## config.mk

```make
export PLATFORM = sky130hd
export DESIGN_NAME = alu_operand_sequencer
export DESIGN_NICKNAME = d
export VERILOG_FILES = /design/src/rtl/alu_operand_sequencer.sv
export SDC_FILE = /design/constraint.sdc
export NUM_CORES = 1
export LEC_CHECK = 0
export ABC_AREA = 1
export ABC_CLOCK_PERIOD_IN_PS = 3100
export CAP_MARGIN = 20
export CORE_ASPECT_RATIO = 1.75
export CORE_MARGIN = 5
export CORE_UTILIZATION = 44
export CTS_CLUSTER_DIAMETER = 40
export CTS_CLUSTER_SIZE = 10
export DETAILED_ROUTE_END_ITERATION = 6
export GPL_ROUTABILITY_DRIVEN = 0
export PLACE_DENSITY_LB_ADDON = 0.2
export SYNTH_ARGS = -nofsm -noshare
export SYNTH_HDL_FRONTEND = slang
export SYNTH_SLANG_ARGS = --single-unit
```

## constraint.sdc

```tcl
create_clock -name clk -period 3.1 [get_ports clk]
set_input_delay 0.62 -clock clk [delete_from_list [all_inputs] [get_ports clk]]
set_output_delay 0.62 -clock clk [all_outputs]
set_load 0.01 [all_outputs]
```

## src/rtl/alu_operand_sequencer.sv

```systemverilog
// Steps operands A, B and the opcode into an ALU using two debounced pushbuttons.
// Optional build macro ALU_SEQ_CHAIN_EN: in EXEC, a next-press feeds alu_res back into A.
module alu_operand_sequencer #(
    parameter int DEBOUNCE_CYCLES = 50000
) (
    input  logic       clk,
    input  logic       rst_n,
    input  logic [3:0] sw,
    input  logic       btn_next,
    input  logic       btn_clr,
    input  logic [3:0] alu_res,
    output logic [3:0] a,
    output logic [3:0] b,
    output logic [2:0] opcode,
    output logic       in_sel,
    output logic [1:0] state_led,
    output logic       exec_valid
);

    // state   | meaning
    // LOAD_A  | waiting for operand A on sw
    // LOAD_B  | waiting for operand B on sw
    // LOAD_OP | waiting for opcode/in_sel on sw
    // EXEC    | operands presented to the ALU
    typedef enum logic [1:0] {
        LOAD_A  = 2'd0,
        LOAD_B  = 2'd1,
        LOAD_OP = 2'd2,
        EXEC    = 2'd3
    } state_t;

    localparam logic [15:0] CNT_LAST = 16'(DEBOUNCE_CYCLES - 1);

    // Bit 0 is btn_next, bit 1 is btn_clr.
    logic [1:0]  btn_raw;
    logic [1:0]  sync1, sync2, deb, deb_q;
    logic [15:0] cnt [2];
    logic [1:0]  press;
    logic        next_press, clr_press;

    assign btn_raw    = {btn_clr, btn_next};
    assign press      = deb & ~deb_q;
    assign next_press = press[0];
    assign clr_press  = press[1];

    // The accept happens on the DEBOUNCE_CYCLES-th consecutive differing cycle.
    always_ff @(posedge clk or negedge rst_n) begin
        if (!rst_n) begin
            sync1  <= '0;
            sync2  <= '0;
            deb    <= '0;
            deb_q  <= '0;
            cnt[0] <= '0;
            cnt[1] <= '0;
        end else begin
            sync1 <= btn_raw;
            sync2 <= sync1;
            deb_q <= deb;
            for (int i = 0; i < 2; i++) begin
                if (sync2[i] == deb[i]) begin
                    cnt[i] <= '0;
                end else if (cnt[i] == CNT_LAST) begin
                    deb[i] <= sync2[i];
                    cnt[i] <= '0;
                end else begin
                    cnt[i] <= cnt[i] + 16'd1;
                end
            end
        end
    end

    state_t     state, state_nxt;
    logic [3:0] a_nxt, b_nxt;
    logic [2:0] opcode_nxt;
    logic       in_sel_nxt;

    always_ff @(posedge clk or negedge rst_n) begin
        if (!rst_n) begin
            state      <= LOAD_A;
            a          <= '0;
            b          <= '0;
            opcode     <= '0;
            in_sel     <= 1'b0;
            exec_valid <= 1'b0;
        end else begin
            state      <= state_nxt;
            a          <= a_nxt;
            b          <= b_nxt;
            opcode     <= opcode_nxt;
            in_sel     <= in_sel_nxt;
            exec_valid <= (state_nxt == EXEC) && (state != EXEC);
        end
    end

    always_comb begin
        state_nxt  = state;
        a_nxt      = a;
        b_nxt      = b;
        opcode_nxt = opcode;
        in_sel_nxt = in_sel;
        if (clr_press) begin
            state_nxt  = LOAD_A;
            a_nxt      = '0;
            b_nxt      = '0;
            opcode_nxt = '0;
            in_sel_nxt = 1'b0;
        end else if (next_press) begin
            case (state)
                LOAD_A: begin
                    a_nxt     = sw;
                    state_nxt = LOAD_B;
                end
                LOAD_B: begin
                    b_nxt     = sw;
                    state_nxt = LOAD_OP;
                end
                LOAD_OP: begin
                    opcode_nxt = sw[2:0];
                    in_sel_nxt = sw[3];
                    state_nxt  = EXEC;
                end
                EXEC: begin
`ifdef ALU_SEQ_CHAIN_EN
                    a_nxt     = alu_res;
                    state_nxt = LOAD_B;
`else
                    state_nxt = LOAD_A;
`endif
                end
                default: state_nxt = LOAD_A;
            endcase
        end
    end

`ifndef ALU_SEQ_CHAIN_EN
    logic unused_alu_res;
    assign unused_alu_res = ^alu_res;
`endif

    assign state_led = state;

endmodule

```

# Word level (Yosys, flattened, before mapping)
# Index checks and enable logic that the tools add are counted.
# word_totals
register_bits	55
output_inout_bits	15
# classes
add_sub_neg	2
eq_ne	9
mux	19
bitwise	4
n_reduce_logical	11
# ops
cell	n
$mux W16	4
$add A16 B1 Y16 const B	2
$eq A16 B16 Y1 const B	2
$mux W4	6
$reduce_and A2 Y1	5
$mux W3	3
$pmux W2 S4	1
$reduce_bool A2 Y1	4
$eq A2 B2 Y1 const B	3
$mux W2	2
$mux W1	3
$and A2 B2 Y2	1
$eq A1 B1 Y1	2
$eq A2 B1 Y1 const B	1
$logic_not A2 Y1	1
$ne A2 B2 Y1 const B	1
$not A1 Y1	2
$not A2 Y2	1
$logic_and A1 B1 Y1	1

# Depth between registers and ports, before layout
# depth
word_depth	6
mapped_depth	7
ltp_nobuf	7

# Worst setup path before layout
# No wires, ideal clock.
# synth_timing
kind	register to register
from	register cnt[0] in the netlist's numbering
to	register cnt[8] in the netlist's numbering
setup_ps	120
arrival_time_ps	1138
required_ps	2980
path_slack_ps	1843
path_stages_with_launch	7
path_buffers	0
synth_period_minus_slack_ps	1257
path_cell_list	dfrtp_1 ha_1 nand3_2 nor2_2 nand2_2 nand2_2 nor2_1
# synth_between
elab_chain_len	3
# synth_rtl
element	line_no	text
from (decl)	37	logic [15:0] cnt [2];
from (signal, indexed assignment)	66	cnt[i] <= cnt[i] + 16'd1;
$add A16 B1 Y16 or $eq A16 B16 Y1 (tied branches)	66, 62	
$mux W16 (*)	62	end else if (cnt[i] == CNT_LAST) begin
$mux W16 (*)	60	if (sync2[i] == deb[i]) begin
# Every way passes the cells marked *; elsewhere a longest branch is shown, timed or not.
# A chain may end at the register's enable or synchronous reset.

# Final worst setup path
# layout_timing
from	register state[0] (netlist: state_led[0])
to	output state_led[0]
# layout_lines
element	line_no	text
from (decl)	72	state_t state, state_nxt;
from (signal assigned)	86	state <= state_nxt;
to (decl)	16	output logic [1:0] state_led,
# No word-level cell between the ends.

==> impl_results.md <==
- Status: finished clean
- CP delay by family, top: buffers and inverters
- Final setup TNS: 0 ps
- Antenna-violating nets left: 0
- Overall routed net length: 5.63 mm
- # nets final: 391
- Dpl hpwl: 4.31 mm
- EDFF count, synth: 0
- Slowest library cell on the worst path: clkdlybuf4s50_1
- Worst-path fanout max: 5
- Reg2reg start: cnt[16]
- H-Tree Depth: 2
- Unrepaired setup endpoints after global routing: no
- Overall power: 1.18 mW
- CP bufs+invs: 1
- Die X: 69.9 µm
- Syn-to-layout area delta: 14.6%
- Peak Freq: 0.519 GHz
- Die Height: 115 µm
- Post-route DRC: 0
- Largest net degree at the start of global routing: 23
- Crit. End Element: output pin
- Total GRT Usage: 0.156
- Post-CTS Setup Inserts: 0
- R2R setup slack: 1610 ps
- First-pass GRT wire length: 9.97 mm
- Synth Warn #: 0
- I/O pin total: 27
- Sequential-to-total area share from yosys stat: 0.498
- Bufs on Longest Clock Path: 2
- Grt total ovfl: 0
- Total of max-cap violations: 0
- Initial antenna violation count: 0
- CP Depth: 1
- TritonRoute pass-1 iters: 4
- PostCTS Resize Cnt: 0
- CTS tree: done
- CP Launch Point: state_led[0]
- Pwr dens: 372 nW/µm²
- Final setup fails: 0
- Crit start category: register
- Netlist Area Pre-Place: 2760 µm²
- Yosys top cell by area: dfrtp_1
- Port bufs: 22
- Clock Latency Late Sink: 310 ps
- Most frequent cells in the layout: nand2_1 (85), nor2_1 (74), dfrtp_1 (55), inv_1 (38), nand3_1 (35)
- Share of cells above drive strength 1: 0.0775
- CTS Buf Count: 5
- # clock sinks: 55
- Vias per cell: 4.92
- Worst slew pin tran: 486 ps
- Critical path required time: 2480 ps
- Synth area leaders: dfrtp_1 (50%), nand2_1 (12%), nor2_1 (10%), nand3_1 (6.3%), inv_1 (5.2%)
- Leak Pwr: 1.54 nW
- Top_reg_cell synth: dfrtp_1
- Syn Area/Cell: 8.06 µm²
- Initial Util: 0.447
- N_diodes: 0
- Core Area: 6180 µm²
- Vias in the first global route: 2322
- Critical Path End: state_led[0]
- Slowest stage delay, CP: 570 ps
- Synth Net Count: 361
- Clock skew: 11.6 ps
- Worst Path Arrival: 1310 ps
- Worst vdd rail ir drop: 336 µV
- Crit path kind: reg2out
- Synthesized flop and latch total: 55
- Clk root buf: clkbuf_8
- Tmin final: 1930 ps
- Rows: 38
- Die area: 8030 µm²
- Asr flop ratio synth: 1.00
- Register-to-Register Path Depth: 6
- Slew Limit Fails: 0
- Fin crit share: 0.622
- DR iter-0 viols: 58
- Unique masters post-synth: 24
- Synth top area share: 0.498
- Post-Syn Instances: 343
- Commonest non-fill, non-tap cell in the layout: nand2_1
- Final hold viol count: 0
- Detailed-route via count: 2235
- Wire per inst: 12.4 µm
- Crit-path cells: clkdlybuf4s50_1
- Clock-pin slew of the registers on the worst-case setup and hold paths: 100 ps
- RR Endpoint: cnt[20]
- Worst hold path type: in2async
- Rel. slew slack: 0.676
- # hold bufs at CTS: 0
[layout make-up]
type                            instances  area, µm²
Tap cell                               80        100
Multi-Input combinational cell        246       1220
Sequential cell                        55       1380
Inverter                               41        154
Clock buffer                            6       72.6
Clock inverter                          2       12.5
Timing Repair Buffer                   24        230
Fill cell                             608       3010
[kinds of logic (layout without fill, tap and decap cells)]
kind of cell | Yosys count | count (layout) | synth area share
AND/OR/NAND/NOR | 214 | 214 | 0.339
AO/OA/AOI/OAI | 13 | 13 | 0.0299
buffers and inverters | 42 | 73 | 0.0598
adder cells (fa/ha/maj) | 6 | 6 | 0.0272
XOR/XNOR | 13 | 13 | 0.0466
flip-flops | 55 | 55 | 0.498
[power breakdown]
group | internal, mW | switching, mW
clock | 0.159 | 0.233
sequential | 0.726 | 0.00861
combinational | 0.0191 | 0.0338
total | 0.903 | 0.275
[registers in the layout (all words and copies together) (netlist names)]
register / flops
in_sel: 1
cnt: 32
exec_valid: 1
sync1: 2
state_led: 2
sync2: 2
a: 4
deb: 2
b: 4
deb_q: 2
opcode: 3
[how the worst min path moves through the flow]
stage,from,to,slack (ps),depth (start not counted)
2_1_floorplan,rst_n,a[0],320,0
3_3_place_gp,sync1[1],sync2[1],340,0
3_5_place_dp,sync1[0],sync2[0],340,0
4_1_cts,rst_n,cnt[23],260,1
5_1_grt,rst_n,cnt[23],270,1
6_report,rst_n,cnt[23],250,1
[cells in the mapped netlist (4+ instances only)]
cell     number
nand4_1       6
ha_1          6
nor2_1       74
inv_1        38
a31oi_1       4
dfrtp_1      55
nand3_1      35
xnor2_1       4
nand2_1      85
nand2_2       4
xor2_1        7
[stage by stage]
stage | setup WS [ps] | instance area [µm²] | hold WS [ps] | instances | utilization
floorplan | 1840 | 2760 | 324 | 343 | -
global placement | 1510 | 3080 | 336 | 446 | 0.499
detailed placement | 1520 | 3080 | 339 | 446 | 0.499
CTS | 1150 | 3170 | 259 | 454 | 0.513
global route | 1110 | 3170 | 274 | 454 | 0.513
finish | 1170 | 3170 | 250 | 454 | 0.513
[metal layers]
layer | wire length, µm | track usage | vias up | part of all wire
li1 | - | - | 1136 | -
met5 | 0 | 0 | - | 0
met2 | 2970 | 0.282 | 32 | 0.53
met3 | 134 | 0.0315 | 20 | 0.024
met4 | 233 | 0.0985 | 0 | 0.041
met1 | 2300 | 0.163 | 1047 | 0.41
Note: power is estimated with default switching activity, not from simulation.
